## config.mk

```make
export PLATFORM = sky130hd
export DESIGN_NAME = qpsk_phase_receiver
export DESIGN_NICKNAME = d
export VERILOG_FILES = /design/src/rtl/qpsk_phase_receiver.sv
export SDC_FILE = /design/constraint.sdc
export NUM_CORES = 1
export LEC_CHECK = 0
export CAP_MARGIN = 30
export CORE_ASPECT_RATIO = 1.5
export CORE_MARGIN = 1.5
export CORE_UTILIZATION = 30
export CTS_CLUSTER_SIZE = 24
export DETAILED_ROUTE_END_ITERATION = 6
export MAX_ROUTING_LAYER = met4
export SLEW_MARGIN = 10
export SYNTH_ARGS = -nofsm -noshare
export SYNTH_HDL_FRONTEND = slang
export SYNTH_HIERARCHICAL = 1
export SYNTH_SLANG_ARGS = --single-unit
```

## constraint.sdc

```tcl
create_clock -name clk -period 2.5 [get_ports clk]
set_input_delay 0.25 -clock clk [delete_from_list [all_inputs] [get_ports clk]]
set_output_delay 0.25 -clock clk [all_outputs]
set_load 0.005 [all_outputs]
```

## src/rtl/qpsk_phase_receiver.sv

```systemverilog
// Buffers 4-bit QPSK phase indices, serializes them MSB first and checks the bits against PRBS7.
// First serial bit one cycle after a write; phase_ready is low only while the buffer is full.

module sym_fifo #(
    parameter int W     = 4,
    parameter int DEPTH = 4
) (
    input  logic         clk,
    input  logic         rst,
    input  logic         push,
    input  logic [W-1:0] push_dat,
    input  logic         pop,
    output logic [W-1:0] pop_dat,
    output logic         empty,
    output logic         full
);
    localparam int AW = $clog2(DEPTH);

    logic [W-1:0] mem [DEPTH];
    logic [AW:0]  wr_ptr;
    logic [AW:0]  rd_ptr;

    always_ff @(posedge clk or negedge rst) begin
        if (!rst) begin
            wr_ptr <= '0;
            rd_ptr <= '0;
        end else begin
            if (push) wr_ptr <= wr_ptr + (AW+1)'(1);
            if (pop)  rd_ptr <= rd_ptr + (AW+1)'(1);
        end
    end

    always_ff @(posedge clk) begin
        if (push) mem[wr_ptr[AW-1:0]] <= push_dat;
    end

    // Extra pointer bit distinguishes full from empty when the indices coincide.
    assign empty   = (wr_ptr == rd_ptr);
    assign full    = (wr_ptr[AW] != rd_ptr[AW]) && (wr_ptr[AW-1:0] == rd_ptr[AW-1:0]);
    assign pop_dat = mem[rd_ptr[AW-1:0]];
endmodule

module qpsk_phase_receiver #(
    parameter int FIFO_DEPTH = 4,
    parameter int WINDOW     = 64,
    parameter int ERR_THRESH = 8,
    parameter int CNT_W      = 16
) (
    input  logic             clk,
    input  logic             rst,
    input  logic [3:0]       phase_in,
    input  logic             phase_valid,
    output logic             phase_ready,
    input  logic             err_clr,
    output logic             serial_out,
    output logic             serial_valid,
    output logic             locked,
    output logic [CNT_W-1:0] err_count
);
    localparam int WB = $clog2(WINDOW);
    localparam int EW = $clog2(ERR_THRESH + 1);

    typedef enum logic {SEED, CHECK} chk_state_t;

    logic       fifo_full;
    logic       fifo_empty;
    logic [3:0] fifo_head;
    logic       push;
    logic       load;

    logic [3:0] shreg;
    logic [1:0] bit_idx;

    chk_state_t      state;
    chk_state_t      state_nxt;
    logic [6:0]      lfsr;
    logic [2:0]      seed_cnt;
    logic [WB-1:0]   win_bits;
    logic [EW-1:0]   win_errs;
    logic [EW-1:0]   win_errs_inc;
    logic            exp_bit;
    logic            mismatch;
    logic            thresh_hit;

    assign phase_ready = !fifo_full;
    assign push        = phase_valid && !fifo_full;
    // Reload on the last bit as well as when idle, so symbols stream without a bubble.
    assign load        = !fifo_empty && (!serial_valid || bit_idx == 2'd3);

    sym_fifo #(.W(4), .DEPTH(FIFO_DEPTH)) u_fifo (
        .clk      (clk),
        .rst      (rst),
        .push     (push),
        .push_dat (phase_in),
        .pop      (load),
        .pop_dat  (fifo_head),
        .empty    (fifo_empty),
        .full     (fifo_full)
    );

    always_ff @(posedge clk or negedge rst) begin
        if (!rst) begin
            shreg        <= '0;
            bit_idx      <= '0;
            serial_out   <= 1'b0;
            serial_valid <= 1'b0;
        end else if (load) begin
            shreg        <= fifo_head;
            bit_idx      <= '0;
            serial_out   <= fifo_head[3];
            serial_valid <= 1'b1;
        end else if (serial_valid && bit_idx != 2'd3) begin
            shreg      <= {shreg[2:0], 1'b0};
            bit_idx    <= bit_idx + 2'd1;
            serial_out <= shreg[2];
        end else begin
            serial_valid <= 1'b0;
        end
    end

    always_comb begin
        exp_bit      = lfsr[6] ^ lfsr[5];
        mismatch     = serial_valid && (state == CHECK) && (serial_out != exp_bit);
        win_errs_inc = win_errs + EW'(mismatch);
        thresh_hit   = mismatch && (win_errs_inc == EW'(ERR_THRESH));
        state_nxt    = state;
        case (state)
            SEED:    if (serial_valid && seed_cnt == 3'd6) state_nxt = CHECK;
            CHECK:   if (thresh_hit) state_nxt = SEED;
            default: state_nxt = SEED;
        endcase
    end

    always_ff @(posedge clk or negedge rst) begin
        if (!rst) state <= SEED;
        else      state <= state_nxt;
    end

    assign locked = (state == CHECK);

    always_ff @(posedge clk or negedge rst) begin
        if (!rst) begin
            lfsr     <= '0;
            seed_cnt <= '0;
            win_bits <= '0;
            win_errs <= '0;
        end else if (serial_valid) begin
            if (state == SEED) begin
                lfsr     <= {lfsr[5:0], serial_out};
                seed_cnt <= (seed_cnt == 3'd6) ? 3'd0 : seed_cnt + 3'd1;
                win_bits <= '0;
                win_errs <= '0;
            end else begin
                // Free-running reference: a corrupted bit must not poison the generator.
                lfsr <= {lfsr[5:0], exp_bit};
                if (thresh_hit) begin
                    seed_cnt <= '0;
                    win_bits <= '0;
                    win_errs <= '0;
                end else if (win_bits == WB'(WINDOW - 1)) begin
                    win_bits <= '0;
                    win_errs <= '0;
                end else begin
                    win_bits <= win_bits + WB'(1);
                    win_errs <= win_errs_inc;
                end
            end
        end
    end

    always_ff @(posedge clk or negedge rst) begin
        if (!rst) begin
            err_count <= '0;
        end else if (err_clr) begin
            err_count <= '0;
        end else if (mismatch && err_count != {CNT_W{1'b1}}) begin
            err_count <= err_count + CNT_W'(1);
        end
    end
endmodule

```

==> flow_summary_export.csv <==
group,metric,value,unit
outcome,outcome,"complete, no violations",
route,vias_per_cell,4.590,
worst_hold_path,hold_class,"in2async",
sta,max_slew_margin,57.98,%
logic_synthesis,ys_types,53,
worst_setup_path,path_delay_family,"compound AO/OA/AOI/OAI gates",
worst_setup_path,crit_buf_inv,1,
sta,fin_crit,2442,ps
logic_synthesis,synth-async-reset-ratio,75.76,%
pwr,ir_drop,0.6425,mV
pwr,p_per_area,1208,mW/mm^2
global_route,grt_pass1_wl,10.41,mm
cts,numCtsBuffers,9,
worst_setup_path,crit_required,2710,ps
placed_design,place_area,0.003697,mm^2
worst_setup_path,crit_slowest_cell,"dfrtp_2",
sta,max_freq,409.5,MHz
cts,cts.path.max_buffers,2,
global_route,grt_usage,12.17,%
worst_setup_path,path_class,"reg2reg",
floorplan,fp.dieH,129.4,um
cells_and_area,fillers,1024,
worst_setup_path,cp_max_fo,6,
cts,ctsHtreeMaxLevel,3,
worst_setup_path,cp_num_cells,9,
worst_setup_path,worstSetupStartpointType,"flip-flop",
worst_setup_path,r2r_end,"win_errs[1]",
global_route,antenna_found_initial,0,
route,vias,2107,
cts,cts_tree,"done",
cts,clkSinkCount,66,
cells_and_area,insertedDiodeCount,0,
global_route,grt_max_degree,27,
global_route,grt_overflow,0,
route,wl_per_cell,12.68,um
sta,rsz0062_at_grt,"yes",
sta,hold_viol,0,
sta,finalMaxSlewViolations,0,
route,drt_wl_total,5.822,mm
cells_and_area,design_area,0.004124,mm^2
logic_synthesis,seq_area_frac_synth,54.21,%
sta,setup_viol,0,
route,ant_nets,0,
floorplan,initial_core_util,30.49,%
worst_setup_path,critPathCaptureType,"flip-flop",
run,maxCapViolations,0,
floorplan,io_pins,28,
worst_setup_path,rr_worst_depth,9,
sta,fin_worst_skew,9.318,ps
sta,fin_crit_sh,97.67,%
global_route,grt_pass1_vias,2233,
sta,tightest_slew,628.3,ps
pwr,p_leak,1.592,nW
logic_synthesis,ys_ff_latch,66,
cts,cts_root_buf,"clkbuf_16",
logic_synthesis,synth_area,0.003194,mm^2
logic_synthesis,netlist_instances,269,
cts,path_clk_slew,60,ps
sta,fin_setup_tns,0,ps
worst_setup_path,path_cells,"xor3_2 > nand2_4 > inv_2 > ha_4 > ha_4 > nor2_4 > o2111ai_4 > o31a_1 > a22o_1",
logic_synthesis,synthFlopType,"dfrtp_1",
worst_setup_path,crit_path_frequent_cell,"ha_4",
cells_and_area,utilization,39.37,%
pwr,power,4.984,mW
worst_setup_path,startpoint,"lfsr[5]",
floorplan,die_width,87.25,um
logic_synthesis,syn_area_per_cell,11.87,um^2
placed_design,place_hpwl,4.224,mm
worst_setup_path,r2r_slack,60,ps
placed_design,gp_routability_congestion,0.7845,
logic_synthesis,synth_edf_count,16,
worst_setup_path,slowest_delay,440,ps
route,drc_errors,0,
worst_setup_path,cp.arrival,2650,ps
route,first_iter_violations,83,
cells_and_area,final_nets,328,
cts,insertion_delay,330,ps
cells_and_area,area_growth,29.10,%
floorplan,coreArea,0.01048,mm^2
placed_design,portBuffers,27,
sta,hold_ws,465.4,ps
cells_and_area,drive_gt1_share,19.37,%
logic_synthesis,synth_nets,287,
floorplan,std_cell_rows,46,
worst_setup_path,crit_end,"win_errs[1]",
floorplan,die-area,0.01129,mm^2
worst_setup_path,rr_startpoint,"lfsr[5]",
logic_synthesis,yosysWarningCount,6,
route,drt-pass1-iter-count,4,
==> worst min path at each step <==
| stage | end | startpoint | slack [ps] | cells after the start |
|---|---|---|---|---|
| 3_5_place_dp | err_count[5] | rst | 300 | 1 |
| 3_3_place_gp | err_count[5] | rst | 300 | 1 |
| 6_report | err_count[5] | rst | 470 | 2 |
| 5_1_grt | lfsr[0] | lfsr[0] | 510 | 1 |
| 4_1_cts | err_count[4] | rst | 490 | 2 |
| 2_1_floorplan | bit_idx[0] | rst | -50 | 0 |
==> repair_timing <==
action,in CTS,in global routing
setup buffers,0,2
resized for setup,0,8
hold buffers,1,0
setup endpoints to repair,0,8
endpoints found under the hold margin,24,0
==> registers in the layout, summed over array words and instances (netlist names) <==
| signal | cells |
|---|---|
| u_fifo/wr_ptr | 3 |
| serial_valid | 1 |
| win_bits | 6 |
| shreg | 3 |
| win_errs | 4 |
| serial_out | 1 |
| seed_cnt | 3 |
| bit_idx | 2 |
| u_fifo/mem | 16 |
| lfsr | 7 |
| u_fifo/rd_ptr | 3 |
| locked | 1 |
| err_count | 16 |
==> layer usage <==
metal / GRT usage (%) / share of wire (%) / wire (um) / vias to the layer above
met5: - / 0 / 0 / -
met4: 5.042 / 1.5 / 87 / 0
met3: 2.484 / 3.6 / 210 / 10
met2: 20.86 / 53 / 3091 / 45
met1: 13.66 / 42 / 2433 / 1009
li1: - / - / - / 1043
==> through the flow <==
stage                     instances  worst slack [ps]
final                           459             58.29
after detailed placement        440             27.85
after global routing            459            -53.73
after global placement          440             90.78
after floorplan                 269             2.382
after CTS                       457             13.78
==> layout by cell type (no fill, tap or decap), types with 6 or more instances in the layout <==
cell             count
dfrtp_1             49
nor2_1              27
clkdlybuf4s50_1     26
edfxtp_1            16
nand2_1             14
xnor2_1             14
inv_1               13
nand3_1             10
a21oi_1             10
buf_4               10
clkbuf_16            9
ha_1                 8
mux2i_1              7
mux2_2               7
nor3_1               6
xor2_1               6
==> kinds of logic after synthesis <==
| group | share of synthesized area, % |
|---|---|
| and+or+nand+nor | 15.08 |
| buffers and inverters | 2.977 |
| adders and majority gates | 3.917 |
| muxes | 7.482 |
| AOI/OAI and AO/OA | 9.793 |
| DFF | 54.21 |
| xor gates and xnor gates | 6.541 |
==> cells in the mapped netlist (2+ instances only) <==
cell type,count,area [um^2]
dfrtp_1,50,1251
nor2_1,28,105.1
edfxtp_1,16,480.5
xnor2_1,15,131.4
inv_1,14,52.55
nand2_1,14,52.55
a21oi_1,11,55.05
ha_1,10,125.1
nand3_1,10,50.05
mux2_2,7,78.83
mux2i_1,7,70.07
nor3_1,6,30.03
xor2_1,6,52.55
clkbuf_1,5,18.77
a211oi_1,4,30.03
a21o_1,4,30.03
a22o_1,4,35.03
and2_1,4,25.02
mux4_2,4,90.09
o21ai_0,4,20.02
o21ai_1,4,20.02
or3_1,4,25.02
nor4_2,3,37.54
nand2_2,2,12.51
nand4_1,2,12.51
nor3b_1,2,15.01
nor4_1,2,12.51
o2bb2ai_1,2,17.52
==> cell type report <==
| class | count | area, um^2 | area share [%] |
|---|---|---|---|
| clock inverter | 7 | 125.1 | 3.034 |
| timing repair buffer | 38 | 350.3 | 8.495 |
| tap | 144 | 180.2 | 4.369 |
| sequential | 66 | 1733 | 42.02 |
| multi-input combinational | 180 | 1454 | 35.25 |
| clock buffer | 9 | 225.2 | 5.461 |
| inverter | 15 | 56.30 | 1.365 |
==> power by group <==
| group | internal (mW) | total, mW | switching (mW) |
|---|---|---|---|
| registers | 1.43 | 1.69 | 0.260 |
| logic | 0.944 | 1.83 | 0.890 |
| clock network | 0.984 | 1.46 | 0.478 |
| total | 3.36 | 4.98 | 1.63 |
==> worst reg2reg max path, stage by stage, from the launching register on <==
cell and delay (ps):
dfrtp_2 440, xor3_2 430, nand2_4 100, inv_2 40, ha_4 160, ha_4 220, nor2_4 120, o2111ai_4 170
o31a_1 430, a22o_1 220
No activity file was read; power rests on OpenSTA's default activity.
